File: src/rtl/rv32i_cov_pkg.sv
// Shared types and helpers for the RV32I coverage instruction sequencer.
// Opcode classes, FSM states, LFSR step and saturating counter increment.
package rv32i_cov_pkg;

  typedef enum logic [3:0] {
    LUI    = 4'd0,
    AUIPC  = 4'd1,
    JAL    = 4'd2,
    JALR   = 4'd3,
    BRANCH = 4'd4,
    LOAD   = 4'd5,
    STORE  = 4'd6,
    OP_IMM = 4'd7,
    OP     = 4'd8
  } insn_class_e;

  typedef enum logic [1:0] {
    IDLE,
    GEN,
    OFFER,
    DONE
  } seq_state_e;

  localparam int NUM_CLASSES = 9;

  localparam logic [6:0] OPC_LUI    = 7'b0110111;
  localparam logic [6:0] OPC_AUIPC  = 7'b0010111;
  localparam logic [6:0] OPC_JAL    = 7'b1101111;
  localparam logic [6:0] OPC_JALR   = 7'b1100111;
  localparam logic [6:0] OPC_BRANCH = 7'b1100011;
  localparam logic [6:0] OPC_LOAD   = 7'b0000011;
  localparam logic [6:0] OPC_STORE  = 7'b0100011;
  localparam logic [6:0] OPC_OP_IMM = 7'b0010011;
  localparam logic [6:0] OPC_OP     = 7'b0110011;

  localparam logic [31:0] LFSR_MASK = 32'h8020_0003;

  function automatic logic [31:0] lfsr_next(
    input logic [31:0] s
  );
    return (s >> 1) ^ (s[0] ? LFSR_MASK : 32'h0);
  endfunction

  function automatic insn_class_e opc_class(
    input logic [6:0] opc
  );
    insn_class_e c;
    c = LUI;
    case (opc)
      OPC_AUIPC:  c = AUIPC;
      OPC_JAL:    c = JAL;
      OPC_JALR:   c = JALR;
      OPC_BRANCH: c = BRANCH;
      OPC_LOAD:   c = LOAD;
      OPC_STORE:  c = STORE;
      OPC_OP_IMM: c = OP_IMM;
      OPC_OP:     c = OP;
      default:    c = LUI;
    endcase
    return c;
  endfunction

  function automatic logic [15:0] sat_inc(
    input logic [15:0] v
  );
    return (v == 16'hFFFF) ? v : v + 16'd1;
  endfunction

endpackage

File: src/rtl/rv32i_insn_sequencer_checker.sv
// RV32I (non-SYSTEM) instruction validity checker.
// Purely combinational; unknown opcodes, FENCE and SYSTEM are rejected.
module rv32i_insn_sequencer_checker
  import rv32i_cov_pkg::*;
(
  input  logic [31:0] insn,
  output logic        valid
);

  logic [2:0] f3;
  logic [6:0] f7;
  logic       unused_bits;

  assign f3 = insn[14:12];
  assign f7 = insn[31:25];
  assign unused_bits = ^{insn[24:15], insn[11:7]};

  // opcode-specific funct3/funct7 legality
  always_comb begin
    valid = 1'b0;
    case (insn[6:0])
      OPC_LUI,
      OPC_AUIPC,
      OPC_JAL:    valid = 1'b1;
      OPC_JALR:   valid = (f3 == 3'b000);
      OPC_BRANCH: valid = (f3 != 3'b010) &&
                          (f3 != 3'b011);
      OPC_LOAD:   valid = f3 inside {3'd0, 3'd1, 3'd2,
                                     3'd4, 3'd5};
      OPC_STORE:  valid = (f3 <= 3'd2);
      OPC_OP_IMM: begin
        if (f3 == 3'b001)
          valid = (f7 == 7'h00);
        else if (f3 == 3'b101)
          valid = (f7 == 7'h00) || (f7 == 7'h20);
        else
          valid = 1'b1;
      end
      OPC_OP:     valid = (f7 == 7'h00) ||
                          ((f7 == 7'h20) &&
                           ((f3 == 3'b000) ||
                            (f3 == 3'b101)));
      default:    valid = 1'b0;
    endcase
  end

endmodule

File: src/rtl/rv32i_insn_sequencer.sv
// LFSR-driven RV32I candidate generator feeding a valid/ready stream.
// Counts emissions and rejects, tracks class coverage, stops on limits.
module rv32i_insn_sequencer
  import rv32i_cov_pkg::*;
#(
  parameter int          NUM_INSNS  = 256,
  parameter logic [31:0] SEED       = 32'h0000_0001,
  parameter int          MAX_REJECT = 64
) (
  input  logic        clock,
  input  logic        resetn,
  input  logic        start,
  input  logic        abort,
  output logic        out_valid,
  input  logic        out_ready,
  output logic [31:0] out_insn,
  output logic [3:0]  out_class,
  output logic        busy,
  output logic        done,
  output logic        error,
  output logic [15:0] emit_count,
  output logic [15:0] reject_count,
  output logic [8:0]  class_hit
);

  localparam logic [31:0] SEED_LD  =
    (SEED == 32'h0) ? 32'h1 : SEED;
  localparam logic [15:0] EMIT_LIM = 16'(NUM_INSNS);
  localparam logic [15:0] REJ_LIM  = 16'(MAX_REJECT);

  seq_state_e  state_q, state_d;
  insn_class_e cls_q;
  logic [31:0] lfsr_q, lfsr_nx, cand, insn_q;
  logic        cand_ok, can_start, hs, hit_lim;
  logic [15:0] emit_q, rej_q, run_q;
  logic [15:0] emit_nx, run_nx;
  logic [8:0]  hit_q;
  logic        err_q;

  assign lfsr_nx   = lfsr_next(lfsr_q);
  assign cand      = lfsr_nx | 32'h3;
  assign can_start = start & ~abort &
                     ((state_q == IDLE) | (state_q == DONE));
  assign hs        = (state_q == OFFER) & out_ready;
  assign emit_nx   = sat_inc(emit_q);
  assign run_nx    = sat_inc(run_q);
  assign hit_lim   = (run_nx == REJ_LIM);

  rv32i_insn_sequencer_checker u_chk (
    .insn  (cand),
    .valid (cand_ok)
  );

  // state register
  always_ff @(posedge clock or negedge resetn) begin
    if (!resetn) state_q <= IDLE;
    else         state_q <= state_d;
  end

  // next state; abort overrides everything
  always_comb begin
    state_d = state_q;
    if (abort) begin
      state_d = IDLE;
    end else begin
      unique case (state_q)
        IDLE,
        DONE: if (start) state_d = GEN;
        GEN: begin
          if (cand_ok)      state_d = OFFER;
          else if (hit_lim) state_d = DONE;
        end
        OFFER: begin
          if (out_ready)
            state_d = (emit_nx == EMIT_LIM) ? DONE : GEN;
        end
        default: state_d = IDLE;
      endcase
    end
  end

  // run datapath: LFSR, offered word, counters, coverage
  always_ff @(posedge clock or negedge resetn) begin
    if (!resetn) begin
      lfsr_q <= SEED_LD;
      insn_q <= 32'h0;
      cls_q  <= LUI;
      emit_q <= 16'h0;
      rej_q  <= 16'h0;
      run_q  <= 16'h0;
      hit_q  <= 9'h0;
      err_q  <= 1'b0;
    end else if (can_start) begin
      lfsr_q <= SEED_LD;
      emit_q <= 16'h0;
      rej_q  <= 16'h0;
      run_q  <= 16'h0;
      hit_q  <= 9'h0;
      err_q  <= 1'b0;
    end else begin
      if (!abort && (state_q == GEN)) begin
        lfsr_q <= lfsr_nx;
        if (cand_ok) begin
          insn_q <= cand;
          cls_q  <= opc_class(cand[6:0]);
          run_q  <= 16'h0;
        end else begin
          rej_q <= sat_inc(rej_q);
          run_q <= run_nx;
          if (hit_lim) err_q <= 1'b1;
        end
      end
      if (hs) begin
        emit_q <= emit_nx;
        hit_q  <= hit_q | (9'd1 << cls_q);
      end
    end
  end

  // state-decoded outputs
  always_comb begin
    out_valid = (state_q == OFFER);
    busy      = (state_q == GEN) | (state_q == OFFER);
    done      = (state_q == DONE);
  end

  assign out_insn     = insn_q;
  assign out_class    = cls_q;
  assign error        = err_q;
  assign emit_count   = emit_q;
  assign reject_count = rej_q;
  assign class_hit    = hit_q;

endmodule

File: config.mk
export PLATFORM = sky130hd
export DESIGN_NAME = rv32i_insn_sequencer
export DESIGN_NICKNAME = d
export VERILOG_FILES = /design/src/rtl/rv32i_cov_pkg.sv /design/src/rtl/rv32i_insn_sequencer_checker.sv /design/src/rtl/rv32i_insn_sequencer.sv
export SDC_FILE = /design/constraint.sdc
export NUM_CORES = 1
export LEC_CHECK = 0
export CAP_MARGIN = 20
export CORE_MARGIN = 8
export CORE_UTILIZATION = 60
export DETAILED_ROUTE_END_ITERATION = 8
export GPL_TIMING_DRIVEN = 0
export PLACE_DENSITY_LB_ADDON = 0.15
export SYNTH_ARGS = -nofsm -noshare
export SYNTH_HDL_FRONTEND = slang
export SYNTH_SLANG_ARGS = --single-unit
export TNS_END_PERCENT = 10
File: constraint.sdc
create_clock -name clock -period 4.8 [get_ports clock]
set_input_delay 0.96 -clock clock [delete_from_list [all_inputs] [get_ports clock]]
set_output_delay 0.96 -clock clock [all_outputs]
set_load 0.03 [all_outputs]
== After elaboration in Yosys (flattened, before gate mapping) ==
Cells that the tools add are included.
Word-level totals
  register bits: 128
  bits of input ports: 5
  logic and storage cells: 103
  output and inout port bits: 81
Cells by class
  eq/ne operators: 28
  order comparisons: 1
  mux-type cells: 31
  add/subtract/negate cells: 3
  reduce and logical (&&, ||, !) cells: 21
  bitwise gates (word level): 9
  shift operators: 1
Operators with widths (count)
  16-bit two-way mux: 11
  32-bit two-way mux: 3
  16-bit by 1-bit adder with 16-bit output, second input constant: 3
  16-bit == test, second input constant: 3
  4-bit one-hot mux with 8 select lines: 1
  31-bit by 32-bit XOR with 32-bit output: 1
  9-bit two-way mux: 2
  16-bit by 7-bit == test with 1-bit output, second input constant: 1
  16-bit by 9-bit == test with 1-bit output, second input constant: 1
  5-bit by 4-bit == test with 1-bit output, second input constant: 3
  5-bit == test, second input constant: 3
  2-bit two-way mux: 6
  3-bit AND reduction: 4
  5-bit by 3-bit == test with 1-bit output, second input constant: 2
  3-bit by 2-bit inequality test with 1-bit output, second input constant: 3
  9-bit bitwise OR: 1
  1-bit by 4-bit left shift with 9-bit output, first input constant: 1
  7-bit by 6-bit == test with 1-bit output, second input constant: 1
  7-bit logical NOT: 1
  1-bit one-hot mux with 7 select lines: 1
  3-bit == test, second input constant: 2
  1-bit two-way mux: 6
  2-bit one-hot mux with 3 select lines: 1
  2-bit nonzero test: 3
  other kinds (21): 30

== Depth between registers and ports, before layout ==
Gate-level depths: netlist of the first run.
  depth after elaboration: 10
  mapped depth: 10
  mapped depth without buffers: 9

== By module ==
From an unflattened synthesis of the first run, not the netlist that was laid out.
Second synthesis, totals
  cell total of the unflattened synthesis: 637
  area total of the unflattened synthesis: 6457.4 um2
Modules (own cells, without submodules)
  rv32i_insn_sequencer: area each 6293.5 um2, sequential area each 3179.3 um2, instances 1, cells each 611
  rv32i_insn_sequencer_checker: area each 163.9 um2, sequential area each 0.0 um2, instances 1, cells each 26

== Worst setup path after synthesis of the first run ==
Ideal clock, no wire load.
  path kind: in2reg
  from: input port abort
  to: register insn_q[26], in the netlist out_insn[26]
  setup time: 125 ps
  path buffers: 3
  data required time: 4675 ps
  data arrival time: 2427 ps
  cell stages on the path: 7
  path slack: 2249 ps
  cell sequence: nand2b_1 clkbuf_1 a21oi_1 and2_1 buf_6 buf_6 mux2_2
On the way
  longest elaborated chain between the ends: 5
Ends and longest elaborated chain
  start: declaration: RTL line rv32i_insn_sequencer.sv:13  | input logic abort,
  1-bit inverter: RTL line rv32i_insn_sequencer.sv:42  | assign can_start = start & ~abort &
  1-bit bitwise AND (2 in a row): RTL line rv32i_insn_sequencer.sv:42
  1-bit inverter (no line)
  3-bit AND reduction (no line) (*)
  end signal: assignment: RTL line rv32i_insn_sequencer.sv:104  | insn_q <= cand;
  end: declaration: RTL line rv32i_insn_sequencer.sv:33  | logic [31:0] lfsr_q, lfsr_nx, cand, insn_q;
Every way passes the cells marked *; elsewhere a longest branch is shown, timed or not.
A chain may end at the register's enable or synchronous reset.

== Worst setup path after layout of the first run ==
  from: register state_q[0]
  to: output port busy
On the way
  longest elaborated chain between the ends: 2
Ends and longest elaborated chain
  start: declaration: RTL line rv32i_insn_sequencer.sv:31  | seq_state_e state_q, state_d;
  start signal: assignment: RTL line rv32i_insn_sequencer.sv:57  | else state_q <= state_d;
  2-bit by 1-bit == test with 1-bit output / 2-bit == test (equally long branches): RTL line rv32i_insn_sequencer.sv:123  | busy = (state_q == GEN) | (state_q == OFFER);
  1-bit bitwise OR (*): RTL line rv32i_insn_sequencer.sv:123
  end: declaration: RTL line rv32i_insn_sequencer.sv:18  | output logic busy,
Marks and branches as above.

==> results of run 1 <==
## critical path: stages (launching register included)
cell and delay, ns:
dfrtp_1 0.39, inv_1 0.06, ha_1 0.33, inv_1 0.15, clkdlybuf4s50_1 0.72
## routing by layer
| metal | vias to the layer above | GRT usage [%] | wire length [um] |
|---|---|---|---|
| met2 | 180 | 38.5 | 8160 |
| met5 | - | 0 | 0 |
| li1 | 2539 | - | - |
| met3 | 32 | 7.70 | 1090 |
| met4 | 0 | 9.45 | 309 |
| met1 | 2809 | 30.1 | 7330 |
## layout by cell type, fill, tap and decap left out, drive strengths merged, types with 6 or more instances in the layout
cell type | netlist | layout
dfrtp | 126 | 126
clkdlybuf4s50 | 0 | 84
nor2 | 61 | 61
clkbuf | 26 | 47
a21oi | 42 | 42
nand2 | 39 | 39
mux2 | 34 | 34
o21ai | 32 | 32
a22o | 28 | 28
nand4 | 26 | 26
nand3 | 25 | 25
xor2 | 20 | 20
buf | 15 | 17
inv | 12 | 15
nor3 | 13 | 13
nor2b | 10 | 10
or3 | 10 | 10
nor4 | 10 | 10
xnor2 | 8 | 8
and3 | 8 | 8
mux2i | 7 | 7
a31oi | 7 | 7
and2 | 7 | 7
ha | 6 | 6
or2 | 6 | 6
## report_power, final
group	internal [mW]	switching (mW)	leakage (nW)
sequential	1.15	0.0748	1.74
clock	0.679	0.497	0.261
combinational	0.203	0.324	1.46
total	2.03	0.896	3.45
## cell families after synthesis
group,after synthesis,share of synthesized area [%]
muxes,41,7.02
xor gates and xnor gates,28,3.80
AOI/OAI and AO/OA,142,14.7
DFF,127,49.3
buffers and inverters,53,3.94
adders and majority gates,6,1.16
and+or+nand+nor,241,20.1
## final cells by class
| class | instances | share of cell area (%) |
|---|---|---|
| Tap cell | 140 | 2.18 |
| Buffer | 41 | 2.60 |
| Inverter | 12 | 0.560 |
| Multi-Input combinational cell | 458 | 37.5 |
| Sequential cell | 127 | 39.5 |
| Clock inverter | 11 | 1.01 |
| Clock buffer | 21 | 5.71 |
| Timing Repair Buffer | 86 | 10.9 |
## worst paths after layout
kind                                    end  slack (ns)  depth (start not counted)
setup reg to reg                 state_q[1]        1.91                          8
max in group asynchronous  reject_count[10]        3.75                          2
setup / recovery                       busy        1.66                          4
hold reg to reg                   lfsr_q[2]        0.50                          2
min in group clock                lfsr_q[2]        0.50                          2
hold / removal                    run_q[14]        0.30                          1
## through the flow
stage / TNS, ns / utilization, % / worst slack [ns] / hold WS [ns]
final: 0 / 75.6 / 1.66 / 0.297
after global routing: 0 / 75.6 / 1.53 / 0.308
after CTS: 0 / 75.6 / 1.65 / 0.300
after detailed placement: 0 / 70.5 / 1.25 / 0.486
after global placement: -262.15 / 70.2 / -2.09 / 0.479
after floorplan: 0 / - / 2.25 / 0.464
## state kept, by name, indices dropped and copies added, names as in the netlist
name	cells
out_insn	31
lfsr_q	32
class_hit	9
run_q	16
state_q	2
reject_count	16
error	1
emit_count	16
out_class	4
==> metrics.md, run 1 <==
| Metric | Value |
|---|---|
| Outcome | `completed` |
| Leakage | `3.45 nW` |
| Die width | `120 um` |
| Most common cell in the netlist | `dfrtp_1` |
| First-pass GRT wire length | `28,300 um` |
| Initial DRC count | `424` |
| Antenna violations before repair | `0` |
| CP Capture Type | `output pin` |
| RSZ-0062 raised after global routing | `false` |
| Via density | `6.21` |
| Top cells by area, synth | `dfrtp_1, mux2_2, a22o_1` |
| Largest net degree at the start of global routing | `99` |
| Syn. warnings | `0` |
| Clock Skew | `0.0144 ns` |
| PnR Total Power | `2.93 mW` |
| Top achievable clock speed | `318 MHz` |
| Synth-to-layout area growth | `24.7%` |
| Synth Flop Type | `dfrtp_1` |
| Clock-pin transition on the worst setup and hold timing paths | `0.06 ns` |
| Yosys reg bits | `127` |
| WP data arrival | `2.18 ns` |
| Full die area | `14,300 um^2` |
| GPL Wtd Cong | `0.939` |
| Fin. max-slew vios | `0` |
| Dpl cell area | `7510 um^2` |
| Port Buf Inserts | `85` |
| Clock sink count | `127` |
| Height of the die | `120 um` |
| Final setup viols | `0` |
| Initial Util | `60.6%` |
| Final instance area | `8050 um^2` |
| N_diodes | `0` |
| Crit path launch | `state_q[0]` |
| Cells after synthesis | `638` |
| List of most frequent post-synthesis cells | `dfrtp_1, nor2_1, a21oi_1` |
| GRT overflow | `0` |
| Drt wl/cell | `18.8 um` |
| Pwr dens | `364 nW/um^2` |
| Synthesized Nets | `649` |
| Worst Hold Class | `in2async` |
| Startpoint Class | `flop` |
| Post-CTS Resized | `0` |
| Max cap viols | `0` |
| Sequential Area | `3180 um^2` |
| Critical-path maximum fanout | `5` |
| Synth Cell Area | `6450 um^2` |
| Area of the multi-input gates | `3020 um^2` |
| Fin nets | `754` |
| I/O pin cnt | `86` |
| Total Wirelength | `16,900 um` |
| Vias in the first global route | `5,731` |
| Register area share after synthesis | `49.3%` |
| DP HPWL | `11,400 um` |
| Slew headroom | `44.1%` |
| Reg-to-Reg Start | `run_q[1]` |
| Crit Path Class | `reg2out` |
| Final ANT Viol Nets | `0` |
| Async SR Flop Fraction | `100%` |
| Layout cell share with drive strength beyond 1 | `13.0%` |
| Final period util | `65.5%` |
| Postcts setup bufs | `0` |
| DRT Pass-1 Iters | `5` |
| # fillers | `805` |
| Final critical-path required period | `3.14 ns` |
| CP Data Required Time | `3.84 ns` |
| Total GRT Usage | `24.2%` |
| Cts bufs inserted | `17` |
| Post-CTS Hold Fix Bufs | `0` |
| CTS tree | `yes` |
| Cells after DPL | `864` |
| CTS root buf | `clkbuf_8` |
| H-tree levels | `4` |
| Via count | `5,560` |
| Synthesized area per cell | `10.1 um^2` |
| Cell taking the most area after synthesis | `dfrtp_1` |
| Yosys cell types | `64` |
| Final hold vios | `0` |
| Clock Latency Late Sink | `0.54 ns` |
| Drt drc | `0` |
| Top-area cell type share of the netlist area | `48.9%` |
| Clock buffer depth | `2` |
| Peak VDD IR | `0.325 mV` |
| Post-route non-filler standard cell count | `896` |
| Rows | `38` |
| Number of synthesized flops with an enable pin | `0` |
| Core area | `10,700 um^2` |
| Worst Max-Slew Pin Slew | `0.835 ns` |
No activity file was read; power rests on OpenSTA's default activity.
==> run 2, diff against run 1 <==
Settings changed: CORE_UTILIZATION 60 to 55.
Clock period 4.8 ns to 2.95 ns, I/O delays scaled along.
==> metrics.md, run 2 (synthesized netlist as in run 1, its figures left out) <==
| Metric | Value |
|---|---|
| Final hold vios | `0` |
| DP HPWL | `11,200 um` |
| Via density | `6.05` |
| CP delay by family, top | `compound AO/OA/AOI/OAI gates` |
| Drt wl/cell | `17.8 um` |
| Final core utilization | `70.5%` |
| Worst Max-Slew Pin Slew | `0.773 ns` |
| Clk network pwr share | `40.2%` |
| Core area | `11,400 um^2` |
| CP Data Required Time | `3.23 ns` |
| Vias in the first global route | `5,277` |
| Setup_tns | `0 ns` |
| Via count | `5,425` |
| Layout cell share with drive strength beyond 1 | `12.6%` |
| Gate power share | `17.9%` |
| Top achievable clock speed | `364 MHz` |
| Post-route non-filler standard cell count | `896` |
| Cts bufs inserted | `17` |
| Crit path cell chain | `clkbuf_1 > o32ai_1 > and3_4 > a2111oi_4 > buf_2 > nand4_1 > xor2_1 > nor2_1` |
| Peak VDD IR | `0.560 mV` |
| Port Buf Inserts | `85` |
| Leakage | `3.45 nW` |
| Cells after DPL | `867` |
| Slowest CP cell | `a2111oi_4` |
| Seq pwr share | `41.9%` |
| N_diodes | `0` |
| Clock buffer depth | `2` |
| RSZ-0062 raised after global routing | `false` |
| R2r worst-path depth | `8` |
| Clock Latency Late Sink | `0.42 ns` |
| First-pass GRT wire length | `26,800 um` |
| Worst flop-to-flop path endpoint | `reject_count[12]` |
| Clock-pin transition on the worst setup and hold timing paths | `0.05 ns` |
| Outcome | `completed` |
| Drt drc | `0` |
| Most frequent cells in the layout | `dfrtp_1, clkdlybuf4s50_1, nor2_1` |
| Pwr dens | `588 nW/um^2` |
| WP data arrival | `3.03 ns` |
| # fillers | `896` |
| Crit Path Class | `reg2reg` |
| Final instance area | `8050 um^2` |
| I/O pin cnt | `86` |
| Critical-path maximum fanout | `10` |
| Total Wirelength | `16,000 um` |
| Post-CTS Hold Fix Bufs | `0` |
| Slowest cell delay on critical path | `0.68 ns` |
| Fin. max-slew vios | `0` |
| CP Capture Type | `flop` |
| Full die area | `15,500 um^2` |
| Final period util | `93.2%` |
| GRT overflow | `0` |
| Startpoint Class | `flop` |
| Clock sink count | `127` |
| H-tree levels | `4` |
| Crit path launch | `lfsr_q[0]` |
| Sequential Area | `3180 um^2` |
| Die width | `124 um` |
| Max cap viols | `0` |
| Slew headroom | `48.3%` |
| DRT Pass-1 Iters | `5` |
| Final ANT Viol Nets | `0` |
| Fin nets | `754` |
| Most flops, register | `lfsr_q` |
| Area of the multi-input gates | `3030 um^2` |
| Rows | `39` |
| CTS root buf | `clkbuf_16` |
| Largest net degree at the start of global routing | `91` |
| Worst Hold Class | `in2async` |
| Final setup viols | `0` |
| Total GRT Usage | `20.6%` |
| Reg-to-Reg Start | `lfsr_q[0]` |
| Initial DRC count | `535` |
| Clock Skew | `0.00583 ns` |
| Int Pwr | `3.38 mW` |
| Initial Util | `56.5%` |
| Buf/Inv on CP | `2` |
| PnR Total Power | `4.73 mW` |
| Antenna violations before repair | `0` |
| Net Sw Frac | `28.5%` |
| Sw Pwr | `1.35 mW` |
| Final critical-path required period | `2.75 ns` |
| CTS tree | `yes` |
| Dpl cell area | `7510 um^2` |
| GPL Wtd Cong | `0.906` |
| Synth-to-layout area growth | `24.8%` |
| Most common cell after layout, fill and taps aside | `dfrtp_1` |
| Largest register FFs | `32` |
| R2R Setup Slk | `0.20 ns` |
| Height of the die | `124 um` |
## run 2: changes by cell type in the layout (fill, tap and decap cells not counted), sizes merged
cell      change
inv           -3
bufinv        +1
clkinv        -1
clkbuf        +1
clkinvlp      -1
## run 2: worst max path at each step
stage                                  end  slack [ns]  depth (start not counted)
after floorplan                 state_q[1]        0.49                          8
after global placement        class_hit[5]       -3.57                          1
after detailed placement      out_insn[27]       -0.26                          8
after CTS                     out_insn[26]        0.12                          8
after global routing      reject_count[12]        0.03                          8
final                     reject_count[12]        0.20                          8
## run 2: repair_timing
item                                    CTS  global route
setup buffers                             0             0
endpoints found under the hold margin     0             0
resized for setup                         0             2
endpoints found under the setup margin    0             6
## run 2: area by class of cell
cell class | count | area share (%)
plain buffers | 41 | 2.60
clock buffers | 22 | 5.77
clock inverters | 7 | 0.808
inverters | 12 | 0.560
multi-input cells | 458 | 37.6
flip-flops and latches | 127 | 39.5
well taps | 143 | 2.22
repair buffers | 86 | 10.9
## run 2: stage by stage
step                      setup slack [ns]  hold slack [ns]
after floorplan                      0.492            0.294
after global placement               -3.57            0.482
after detailed placement            -0.259            0.483
after CTS                            0.116           0.0827
after global routing                0.0338           0.0963
final                                0.201           0.0698
## run 2: per-layer routing
layer  vias to the layer above  share of wire (%)  GRT usage (%)
met5                         -                  0              0
met4                         0                1.4           6.31
met3                        24                5.0           5.11
met2                       167                 49           33.3
met1                      2693                 45           26.5
li1                       2541                  -              -
## run 2: power by group through the flow
stage               Combinational (mW)  Clock [mW]  Sequential, mW
finish                           0.848        1.90            1.98
global route                     0.911        1.99            2.00
CTS                              0.857        1.93            1.98
detailed placement               0.851           0            2.01
global placement                 0.832           0            2.01
floorplan                        0.368           0            2.13
